File: config.mk
export PLATFORM = sky130hd
export DESIGN_NAME = sipo_rx
export DESIGN_NICKNAME = d
export VERILOG_FILES = /design/src/rtl/sipo_rx.sv
export SDC_FILE = /design/constraint.sdc
export NUM_CORES = 1
export LEC_CHECK = 0
export ABC_CLOCK_PERIOD_IN_PS = 3740
export CAP_MARGIN = 20
export CORE_MARGIN = 3
export CORE_UTILIZATION = 40
export DETAILED_ROUTE_END_ITERATION = 12
export PLACE_DENSITY = 0.78
export SYNTH_ARGS = -nofsm -noshare
export SYNTH_HDL_FRONTEND = slang
export SYNTH_SLANG_ARGS = --single-unit
export TNS_END_PERCENT = 10
File: constraint.sdc
create_clock -name clk -period 3.74 [get_ports clk]
set_input_delay 0.374 -clock clk [delete_from_list [all_inputs] [get_ports clk]]
set_output_delay 0.374 -clock clk [all_outputs]
set_load 0.05 [all_outputs]
File: src/rtl/sipo_rx.sv
// Serial-in parallel-out receiver for the LSB-first serial link.
// Assembles a start-delimited frame into a WIDTH-bit word, with optional even-parity check.
module sipo_rx #(
    parameter int WIDTH     = 4,
    parameter bit PARITY_EN = 1'b0
) (
    input  logic             clk,
    input  logic             rst,
    input  logic             start,
    input  logic             din,
    output logic [WIDTH-1:0] dout,
    output logic             valid,
    output logic             busy,
    output logic             parity_err,
    output logic             frame_err,
    output logic             state_dbg
);

    localparam int N  = WIDTH + (PARITY_EN ? 1 : 0);
    localparam int CW = $clog2(N + 1);

    typedef enum logic {
        IDLE  = 1'b0,
        SHIFT = 1'b1
    } state_t;

    state_t           state, state_nxt;
    logic [CW-1:0]    cnt, cnt_nxt;
    logic [WIDTH-1:0] sr, sr_nxt;
    logic             par, par_nxt;
    logic [WIDTH-1:0] dout_nxt;
    logic             valid_nxt, perr_nxt, ferr_nxt;
    logic             last;

    assign last = (cnt == CW'(N - 1));

    always_ff @(posedge clk) begin
        if (rst) begin
            state <= IDLE;
        end else begin
            state <= state_nxt;
        end
    end

    // A start always (re)opens a frame, so only the last sample without start returns to IDLE.
    always_comb begin
        state_nxt = state;
        case (state)
            IDLE:    if (start) state_nxt = SHIFT;
            SHIFT:   if (!start && last) state_nxt = IDLE;
            default: state_nxt = IDLE;
        endcase
    end

    // valid is a bare one-cycle strobe with no ready: the consumer must take dout
    // in the cycle valid is high; dout then holds until the next valid.
    always_comb begin
        cnt_nxt   = cnt;
        sr_nxt    = sr;
        par_nxt   = par;
        dout_nxt  = dout;
        valid_nxt = 1'b0;
        perr_nxt  = 1'b0;
        ferr_nxt  = 1'b0;
        if (start) begin
            ferr_nxt = (state == SHIFT);
            cnt_nxt  = CW'(1);
            par_nxt  = din;
            sr_nxt   = {din, sr[WIDTH-1:1]};
        end else if (state == SHIFT) begin
            cnt_nxt = cnt + 1'b1;
            par_nxt = par ^ din;
            if (cnt < CW'(WIDTH)) sr_nxt = {din, sr[WIDTH-1:1]};
            if (last) begin
                cnt_nxt   = '0;
                valid_nxt = 1'b1;
                // With parity the final sample is the parity bit, so the word is already in sr.
                dout_nxt  = PARITY_EN ? sr : {din, sr[WIDTH-1:1]};
                perr_nxt  = PARITY_EN ? (par ^ din) : 1'b0;
            end
        end
    end

    always_ff @(posedge clk) begin
        if (rst) begin
            cnt        <= '0;
            sr         <= '0;
            par        <= 1'b0;
            dout       <= '0;
            valid      <= 1'b0;
            parity_err <= 1'b0;
            frame_err  <= 1'b0;
        end else begin
            cnt        <= cnt_nxt;
            sr         <= sr_nxt;
            par        <= par_nxt;
            dout       <= dout_nxt;
            valid      <= valid_nxt;
            parity_err <= perr_nxt;
            frame_err  <= ferr_nxt;
        end
    end

    assign busy      = (state == SHIFT);
    assign state_dbg = state;

endmodule

# Yosys cells after proc, flatten, opt, wreduce, memory -nomap -nowiden
# Index checks and enable logic that the tools add are counted.
# Widths: inputs -> output; s select.
# op_classes
n_shift	0
addsub	1
bitwise	2
n_lt_le_gt_ge	1
muxes	10
n_reduce_logical	9
div	0
n_mul	0
n_eq_ne	1
# ops
operator	n
$mux 4	3
$mux 1	5
$reduce_bool 2->1	2
$reduce_or 2->1	2
$add 3x1->3 const B	1
$eq 3x2->1 const B	1
$lt 3x3->1 const B	1
$mux 3	1
$reduce_and 3->1	1
$reduce_or 3->1	1
$not 1->1	2
$pmux 1 s2	1
$reduce_and 2->1	1
$logic_and 1x1->1	1
$logic_not 1->1	1
# word_totals
in_bits	4
rom_bits	0
latchBits	0
ramBits	0
wordCells	31
regBits	14
mem_count	0

# Longest topological paths before layout
# Gate-level depths: netlist of the first run.
# logic_depth
depth_word	4
mapped_depth	5

# Worst setup path after synthesis of the first run
# Ideal clock, no wire load.
# synth_path
path_type	reg-to-reg
startpoint	register state, in the netlist busy
endpoint	register dout[0]
n_path_buf	2
setup_slack_ns	2.131
path_stages_with_launch	6
t_arrival_ns	1.481
period_less_slack_ns	1.609
cell_sequence	dfxtp_1 buf_2 nor4bb_1 buf_4 mux2i_1 nor2_1
# synth_between
elab_chain_len	1
# synth_lines
item	line	text
start, declared	27	state_t state, state_nxt;
start signal, assigned	41	state <= state_nxt;
$reduce_and 3->1 (no line)	-	
end signal, assigned	97	dout <= dout_nxt;
end, declared	11	output logic [WIDTH-1:0] dout,
# No other way between the ends.
# A chain may end at the register's enable or synchronous reset.

# Final worst setup path of the first run
# layout_path
startpoint	register state, in the netlist busy
endpoint	output port busy
# layout_rtl
item	line	text
end, declared	13	output logic busy,
# No word-level cell between the ends.

==> flow_metrics.env, run 1 <==
export IMPL_slowest_stage="clkdlybuf4s50_1"
export IMPL_via_count=364
export IMPL_clockRootBuffer="clkbuf_4"
export IMPL_hold_path_class="flip-flop to flip-flop"
export IMPL_netlist_instances=56
export IMPL_drive_above_1_share=0.0769
export IMPL_path_depth=1
export IMPL_tritoncts="built"
export IMPL_grt_max_degree=15
export IMPL_cp_buffers_inverters=1
export IMPL_ioPinCount=13
export IMPL_cts_sinks=13
export IMPL_worstMarginPinSlew_ps=988
export IMPL_final_net_count=71
export IMPL_synth_fp_nets=61
export IMPL_ctsResizeCount=0
export IMPL_ys_types=19
export IMPL_avgSynthCellArea_um2=9.54
export IMPL_synth_top_cell_area_share=0.487
export IMPL_tns_ps=0
export IMPL_area_growth_synth_to_final_pct=20.8
export IMPL_synth_largest_area_cell="dfxtp_1"
export IMPL_hold_viol=0
export IMPL_fin_skew_ps=0.326
export IMPL_rsz0062_at_grt="no"
export IMPL_ctsHoldBuffers=0
export IMPL_antenna_cells=0
export IMPL_period_share=0.545
export IMPL_crit_type="flip-flop to primary output"
export IMPL_overflow=0
export IMPL_cp_end_kind="primary output"
export IMPL_crit_arrival_ps=1660
export IMPL_netlist_area_um2=534
export IMPL_yosys_warnings=0
export IMPL_crit_path_start_kind="flip-flop"
export IMPL_synthTopCellsByArea="dfxtp_1 49%, mux2i_1 13%, nand2b_1 5.9%, buf_4 4.2%, nor2_1 4.2%"
export IMPL_place_hpwl_um=610
export IMPL_setup_viol=0
export IMPL_finalMaxSlewViolations=0
export IMPL_required_ps=3370
export IMPL_synth_seq_cells=13
export IMPL_cap_violations=0
export IMPL_start_util=0.456
export IMPL_vias_per_cell=4.61
export IMPL_gp_congestion=0.687
export IMPL_die_w_um=42.5
export IMPL_peakVddDrop_v=0.000181
export IMPL_io_buffers=11
export IMPL_power_density_nw_per_um2=404
export IMPL_fp_dieH_um=42.5
export IMPL_p_leak_nw=0.234
export IMPL_grt_first_pass_wirelength_um=1300
export IMPL_postCtsSetupBuffers=0
export IMPL_htree_levels=1
export IMPL_status="completed"
export IMPL_worstRegToRegCells=4
export IMPL_grt_pass1_vias=311
export IMPL_antenna_left=0
export IMPL_clkSlewWorstSetupHoldPaths_ps=70
export IMPL_fp_dieArea_um2=1810
export IMPL_crit_chain="clkdlybuf4s50_1"
export IMPL_wl_per_cell_um=10.8
export IMPL_antenna_found_initial=0
export IMPL_finalCriticalPeriod_ps=2040
export IMPL_numCtsBuffers=3
export IMPL_totalWireLength_um=853
export IMPL_drt_initial_drc_count=3
export IMPL_cts_buffer_depth=2
export IMPL_crit_path_max_fanout=11
export IMPL_fmax_mhz=491
export IMPL_post_route_drc_count=0
export IMPL_worst_hold_path_num_cells=2
export IMPL_clk_latency_ps=270
export IMPL_slew_headroom=0.332
export IMPL_cp_top_family="buffers and inverters"
export IMPL_fp_row_count=12
export IMPL_grt_use_total=0.106
export IMPL_p_total_w=0.000261
export IMPL_drtPass1Iterations=4
export IMPL_coreArea_um2=1170
export IMPL_seq_area_frac_synth=0.487
export IMPL_max_stage_delay_ps=870
==> kinds of logic (layout without fill, tap and decap cells) <==
family                     after synthesis  in the layout  share of synthesized area
AOI/OAI and AO/OA                        4              4                     0.0398
adders and majority gates                1              1                     0.0234
buffers and inverters                    7             16                     0.0866
DFF                                     13             13                      0.487
muxes                                    7              7                      0.131
other                                    1              1                    0.00702
and+or+nand+nor                         23             23                      0.225
==> cell type report <==
| cell class | instances | area [µm²] |
|---|---|---|
| inverters | 1 | 3.75 |
| multi-input cells | 36 | 228 |
| flip-flops and latches | 13 | 260 |
| well taps | 14 | 17.5 |
| repair buffers | 11 | 110 |
| fillers | 113 | 526 |
| clock buffers | 4 | 26.3 |
==> cells in the mapped netlist <==
master    instances
buf_2             1
nor2b_1           2
clkbuf_1          1
conb_1            1
nand2_1           4
nand2b_1          5
mux2i_1           7
nand3b_1          1
buf_4             3
nor2_1            6
dfxtp_1          13
buf_6             1
a21oi_1           3
ha_1              1
a31oi_1           1
inv_2             1
nor2_2            1
nor4bb_1          1
nor3_1            3
==> placed cells by master (no fill, tap or decap) <==
cell / instances
nand3b_1: 1
a31oi_1: 1
nor4bb_1: 1
clkbuf_4: 3
mux2i_1: 7
nor3_1: 3
nor2_1: 6
clkbuf_1: 1
a21oi_1: 3
conb_1: 1
nand2b_1: 5
inv_2: 1
nand2_1: 4
dfxtp_1: 13
nor2_2: 1
nor2b_1: 2
ha_1: 1
clkdlybuf4s50_1: 11
==> where the power goes <==
part	switching [W]	total (W)	internal, W
clock	0.0000438	0.0000852	0.0000414
combinational	0.0000179	0.0000297	0.0000118
sequential	0.00000377	0.000146	0.000142
==> registers in the layout (all words and copies together), names as in the netlist <==
name       cells
busy           1
cnt            3
dout           4
frame_err      1
valid          1
sr             3
==> stage by stage <==
step / setup slack (ps) / util / instances / cell area (µm²) / hold WS [ps]
final: 1700 / 0.551 / 79 / 646 / 482
after global routing: 1610 / 0.551 / 79 / 646 / 500
after CTS: 1690 / 0.551 / 79 / 646 / 486
after detailed placement: 1460 / 0.529 / 75 / 619 / 475
after global placement: 1550 / 0.529 / 75 / 619 / 459
after floorplan: 2130 / - / 56 / 534 / 436
==> worst paths after layout <==
path / from / endpoint / slack, ps
max: busy$_SDFF_PP0_ / busy / 1700
max reg2reg: cnt[0]$_SDFFE_PP0P_ / dout[0]$_SDFFE_PP0P_ / 1870
min reg2reg: cnt[2]$_SDFFE_PP0P_ / cnt[2]$_SDFFE_PP0P_ / 480
min: cnt[2]$_SDFFE_PP0P_ / cnt[2]$_SDFFE_PP0P_ / 480
==> layer usage <==
metal / GRT usage / vias to the layer above / wire length, µm
li1: - / 201 / -
met1: 0.121 / 152 / 425
met2: 0.134 / 8 / 357
met3: 0.0515 / 3 / 39
met4: 0.112 / 0 / 30
met5: 0 / - / 0
No activity file was read; power rests on OpenSTA's default activity.
==> inputs of run 2 (changes only) <==
Settings changed: ABC_CLOCK_PERIOD_IN_PS 3740 to 2000.
Clock period 3.74 ns to 2 ns, I/O delays scaled along.
==> run 2 against run 1 <==
  * First-iteration DRC count is 100% higher
  * Sequential share of layout area is 0.99 points lower
  * Critical path depth stayed put
  * Non-clock buffer count is 2 higher
  * Clock power is 80% higher
  * Via count is 6.3% higher
  * Combinational power is 110% higher
  * Die area stayed put
  * Sequential cell count stayed put
  * Register-to-register slack worse by 1300 ps
  * Critical path type unchanged
==> flow_metrics.env, run 2 (synthesized netlist as in run 1, its figures left out) <==
export IMPL_status="completed"
export IMPL_overflow=0
export IMPL_setup_viol=0
export IMPL_tritoncts="built"
export IMPL_drt_initial_drc_count=6
export IMPL_crit_arrival_ps=1440
export IMPL_totalWireLength_um=863
export IMPL_postCtsSetupBuffers=0
export IMPL_hold_ws_ps=473
export IMPL_fp_dieArea_um2=1810
export IMPL_cap_violations=0
export IMPL_antenna_cells=0
export IMPL_antenna_left=0
export IMPL_fp_row_count=12
export IMPL_wl_per_cell_um=10.7
export IMPL_grt_max_degree=15
export IMPL_final_net_count=73
export IMPL_worstRegToRegCells=5
export IMPL_grt_first_pass_wirelength_um=1470
export IMPL_post_route_drc_count=0
export IMPL_ioPinCount=13
export IMPL_hold_viol=0
export IMPL_finalCriticalPeriod_ps=1640
export IMPL_r2r_slack_ps=590
export IMPL_cp_top_family="buffers and inverters"
export IMPL_cts_buffer_depth=2
export IMPL_via_count=387
export IMPL_fp_dieH_um=42.5
export IMPL_crit_path_max_fanout=3
export IMPL_cp_end_kind="primary output"
export IMPL_area_growth_synth_to_final_pct=23.9
export IMPL_antenna_found_initial=0
export IMPL_cts_sinks=13
export IMPL_htree_levels=1
export IMPL_period_share=0.819
export IMPL_io_buffers=11
export IMPL_power_density_nw_per_um2=733
export IMPL_drive_above_1_share=0.119
export IMPL_gp_congestion=0.725
export IMPL_placed_cell_area_um2=634
export IMPL_crit_path_start_kind="flip-flop"
export IMPL_largest_reg_flops=4
export IMPL_crit_path_start="busy$_SDFF_PP0_"
export IMPL_ctsHoldBuffers=0
export IMPL_rsz0062_at_grt="no"
export IMPL_design_area_um2=662
export IMPL_coreArea_um2=1170
export IMPL_clk_latency_ps=270
export IMPL_required_ps=1800
export IMPL_crit_end="state_dbg"
export IMPL_cp_buffers_inverters=1
export IMPL_die_w_um=42.5
export IMPL_p_leak_nw=0.248
export IMPL_fin_skew_ps=2.65
export IMPL_clkSlewWorstSetupHoldPaths_ps=70
export IMPL_grt_use_total=0.109
export IMPL_path_depth=1
export IMPL_r2r_end="dout[1]$_SDFFE_PP0P_"
export IMPL_vias_per_cell=4.78
export IMPL_drtPass1Iterations=3
export IMPL_place_hpwl_um=640
export IMPL_mostFrequentLayoutCell="dfxtp_1"
export IMPL_max_stage_delay_ps=810
export IMPL_slowest_stage="clkdlybuf4s50_1"
export IMPL_finalMaxSlewViolations=0
export IMPL_tns_ps=0
export IMPL_final_cell_mix="13 x dfxtp_1, 11 x clkdlybuf4s50_1, 7 x mux2i_1, 6 x nor2_1, 5 x nand2b_1"
export IMPL_start_util=0.456
export IMPL_nFillCells=118
export IMPL_top_regs="dout: 4 flops, cnt: 3 flops, sr: 3 flops"
export IMPL_fmax_mhz=610
export IMPL_reg2reg_from="cnt[0]$_SDFFE_PP0P_"
export IMPL_numCtsBuffers=3
export IMPL_crit_type="flip-flop to primary output"
export IMPL_grt_pass1_vias=343
export IMPL_hold_path_class="flip-flop to flip-flop"
export IMPL_crit_chain="clkdlybuf4s50_1"
export IMPL_clockRootBuffer="clkbuf_4"
export IMPL_ctsResizeCount=0
export IMPL_peakVddDrop_v=0.000398
export IMPL_regMostFlops="dout"
run 2: changes by cell type in the layout (fill, tap and decap cells not counted):
cell	previous run	this run
clkbuf_1	1	0
buf_4	0	2
clkinv_2	0	1
run 2: how the worst min path moves through the flow:
| stage | startpoint | to | slack [ps] | cells past startpoint |
|---|---|---|---|---|
| finish | cnt[2]$_SDFFE_PP0P_ | cnt[2]$_SDFFE_PP0P_ | 470 | 2 |
| global route | cnt[2]$_SDFFE_PP0P_ | cnt[2]$_SDFFE_PP0P_ | 490 | 2 |
| detailed placement | cnt[2]$_SDFFE_PP0P_ | cnt[2]$_SDFFE_PP0P_ | 460 | 2 |
| floorplan | din | dout[3]$_SDFFE_PP0P_ | 350 | 2 |
| CTS | cnt[2]$_SDFFE_PP0P_ | cnt[2]$_SDFFE_PP0P_ | 470 | 2 |
| global placement | cnt[2]$_SDFFE_PP0P_ | cnt[2]$_SDFFE_PP0P_ | 460 | 2 |
run 2: through the flow:
step	std cells	util	setup WS [ps]	power, W
6_report	81	0.565	361	0.000485
3_5_place_dp	77	0.542	376	0.000338
5_1_grt	81	0.565	297	0.000510
3_3_place_gp	77	0.542	387	0.000337
2_1_floorplan	56	-	391	0.000324
4_1_cts	81	0.565	344	0.000494
run 2: cell type report:
cell class	count	area, µm²	area share
Sequential cell	13	260	0.393
Clock inverter	1	5.00	0.00756
Multi-Input combinational cell	36	228	0.344
Tap cell	14	17.5	0.0265
Timing Repair Buffer	13	125	0.189
Clock buffer	3	22.5	0.0340
Inverter	1	3.75	0.00567
run 2: metal layers:
layer	global-route usage	vias to the layer above	part of all wire
met5	0	-	0
met4	0.0373	0	0.013
met3	0.0644	3	0.054
met2	0.146	8	0.43
met1	0.143	173	0.51
li1	-	203	-
run 2: report_power, final:
| group | internal [W] | switching, W |
|---|---|---|
| Combinational | 0.0000239 | 0.0000371 |
| Clock | 0.0000742 | 0.0000793 |
| Sequential | 0.000266 | 0.00000437 |
==> inputs of run 3 (changes only) <==
Settings changed: ABC_CLOCK_PERIOD_IN_PS 2000 to 1600.
Clock period 2 ns to 1.6 ns, I/O delays scaled along.
==> run 3 against run 2 <==
  * Via count is 0.78% lower
  * Sequential cell count stayed put
  * Register-to-register slack worse by 400 ps
  * Largest power group unchanged
==> flow_metrics.env, run 3 (synthesized netlist as in run 1, its figures left out) <==
export IMPL_drt_initial_drc_count=6
export IMPL_cap_violations=0
export IMPL_htree_levels=1
export IMPL_cts_buffer_depth=2
export IMPL_postCtsSetupBuffers=0
export IMPL_fmax_mhz=655
export IMPL_period_share=0.954
export IMPL_slowest_stage="clkdlybuf4s50_1"
export IMPL_cp_buffers_inverters=1
export IMPL_start_util=0.456
export IMPL_vias_per_cell=4.68
export IMPL_tns_ps=0
export IMPL_internal_power_w=0.000459
export IMPL_p_leak_nw=0.262
export IMPL_peakVddDrop_v=0.000461
export IMPL_ioPinCount=13
export IMPL_finalMaxSlewViolations=0
export IMPL_fp_dieArea_um2=1810
export IMPL_final_cell_mix="12 x dfxtp_1, 10 x buf_4, 7 x mux2i_1, 6 x nor2_1, 5 x nand2b_1"
export IMPL_cp_top_family="buffers and inverters"
export IMPL_power_frac_seq=0.563
export IMPL_pwr_share_clk=0.319
export IMPL_grt_max_degree=12
export IMPL_status="completed"
export IMPL_clkSlewWorstSetupHoldPaths_ps=80
export IMPL_drive_above_1_share=0.235
export IMPL_grt_pass1_vias=330
export IMPL_p_comb_frac=0.117
export IMPL_wl_per_cell_um=9.93
export IMPL_coreArea_um2=1170
export IMPL_place_hpwl_um=634
export IMPL_placed_cell_area_um2=626
export IMPL_cp_end_kind="primary output"
export IMPL_antenna_cells=0
export IMPL_ctsHoldBuffers=0
export IMPL_crit_path_max_fanout=1
export IMPL_crit_type="flip-flop to primary output"
export IMPL_final_net_count=74
export IMPL_mostFrequentLayoutCell="dfxtp_1"
export IMPL_antenna_found_initial=0
export IMPL_top_regs="dout: 4 flops, cnt: 3 flops, sr: 3 flops"
export IMPL_antenna_left=0
export IMPL_power_density_nw_per_um2=931
export IMPL_fin_skew_ps=7.59
export IMPL_post_route_drc_count=0
export IMPL_finalCriticalPeriod_ps=1530
export IMPL_final_util=0.557
export IMPL_crit_arrival_ps=1370
export IMPL_nFillCells=111
export IMPL_cts_sinks=13
export IMPL_hold_viol=0
export IMPL_overflow=0
export IMPL_power_share_switching=0.244
export IMPL_io_buffers=11
export IMPL_totalWireLength_um=814
export IMPL_fp_row_count=12
export IMPL_grt_use_total=0.102
export IMPL_die_w_um=42.5
export IMPL_rsz0062_at_grt="no"
export IMPL_crit_path_start_kind="flip-flop"
export IMPL_dp_cells=78
export IMPL_largest_reg_flops=4
export IMPL_numCtsBuffers=3
export IMPL_required_ps=1440
export IMPL_design_area_um2=652
export IMPL_hold_path_class="flip-flop to flip-flop"
export IMPL_tritoncts="built"
export IMPL_regMostFlops="dout"
export IMPL_clockRootBuffer="clkbuf_4"
export IMPL_max_stage_delay_ps=790
export IMPL_ctsResizeCount=0
export IMPL_setup_viol=0
export IMPL_grt_first_pass_wirelength_um=1370
export IMPL_area_growth_synth_to_final_pct=22.0
export IMPL_crit_chain="clkdlybuf4s50_1"
export IMPL_gp_congestion=0.660
export IMPL_fp_dieH_um=42.5
export IMPL_p_sw_w=0.000148
export IMPL_clk_latency_ps=270
export IMPL_final_cells=82
export IMPL_via_count=384
export IMPL_drtPass1Iterations=4
[run 3: per-layer routing]
layer | wire length [µm] | up-vias | GRT usage
met3 | 27 | 2 | 0.0258
met5 | 0 | - | 0
li1 | - | 207 | -
met1 | 382 | 169 | 0.127
met4 | 22 | 0 | 0.0932
met2 | 381 | 6 | 0.140
[run 3: metrics by stage]
stage               worst slack [ps]  power [W]  hold WS [ps]
floorplan                        174   0.000405           307
global placement                 203   0.000421           450
detailed placement               188   0.000422           467
CTS                             60.2   0.000616           482
global route                    27.7   0.000643           506
finish                          73.1   0.000607           482
[run 3: final timing paths]
check	from	cells after the start	to	slack, ps
setup / recovery	valid$_SDFF_PP0_	1	valid	70
hold / removal	cnt[2]$_SDFFE_PP0P_	2	cnt[2]$_SDFFE_PP0P_	480
setup reg to reg	cnt[0]$_SDFFE_PP0P_	5	dout[2]$_SDFFE_PP0P_	190
hold reg to reg	cnt[2]$_SDFFE_PP0P_	2	cnt[2]$_SDFFE_PP0P_	480
[run 3: cell type report]
class / count / area (µm²) / area share
clock buffer: 4 / 26.3 / 0.0403
inverter: 1 / 3.75 / 0.00576
multi-input combinational: 36 / 228 / 0.349
sequential: 13 / 262 / 0.401
tap: 14 / 17.5 / 0.0269
timing repair buffer: 14 / 115 / 0.177
[run 3: power by group through the flow]
stage | registers (W) | clock network, W | logic (W)
after global routing | 0.000344 | 0.000222 | 0.0000767
final | 0.000342 | 0.000194 | 0.0000712
after detailed placement | 0.000350 | 0 | 0.0000718
after CTS | 0.000342 | 0.000201 | 0.0000721
after global placement | 0.000349 | 0 | 0.0000714
after floorplan | 0.000355 | 0 | 0.0000502
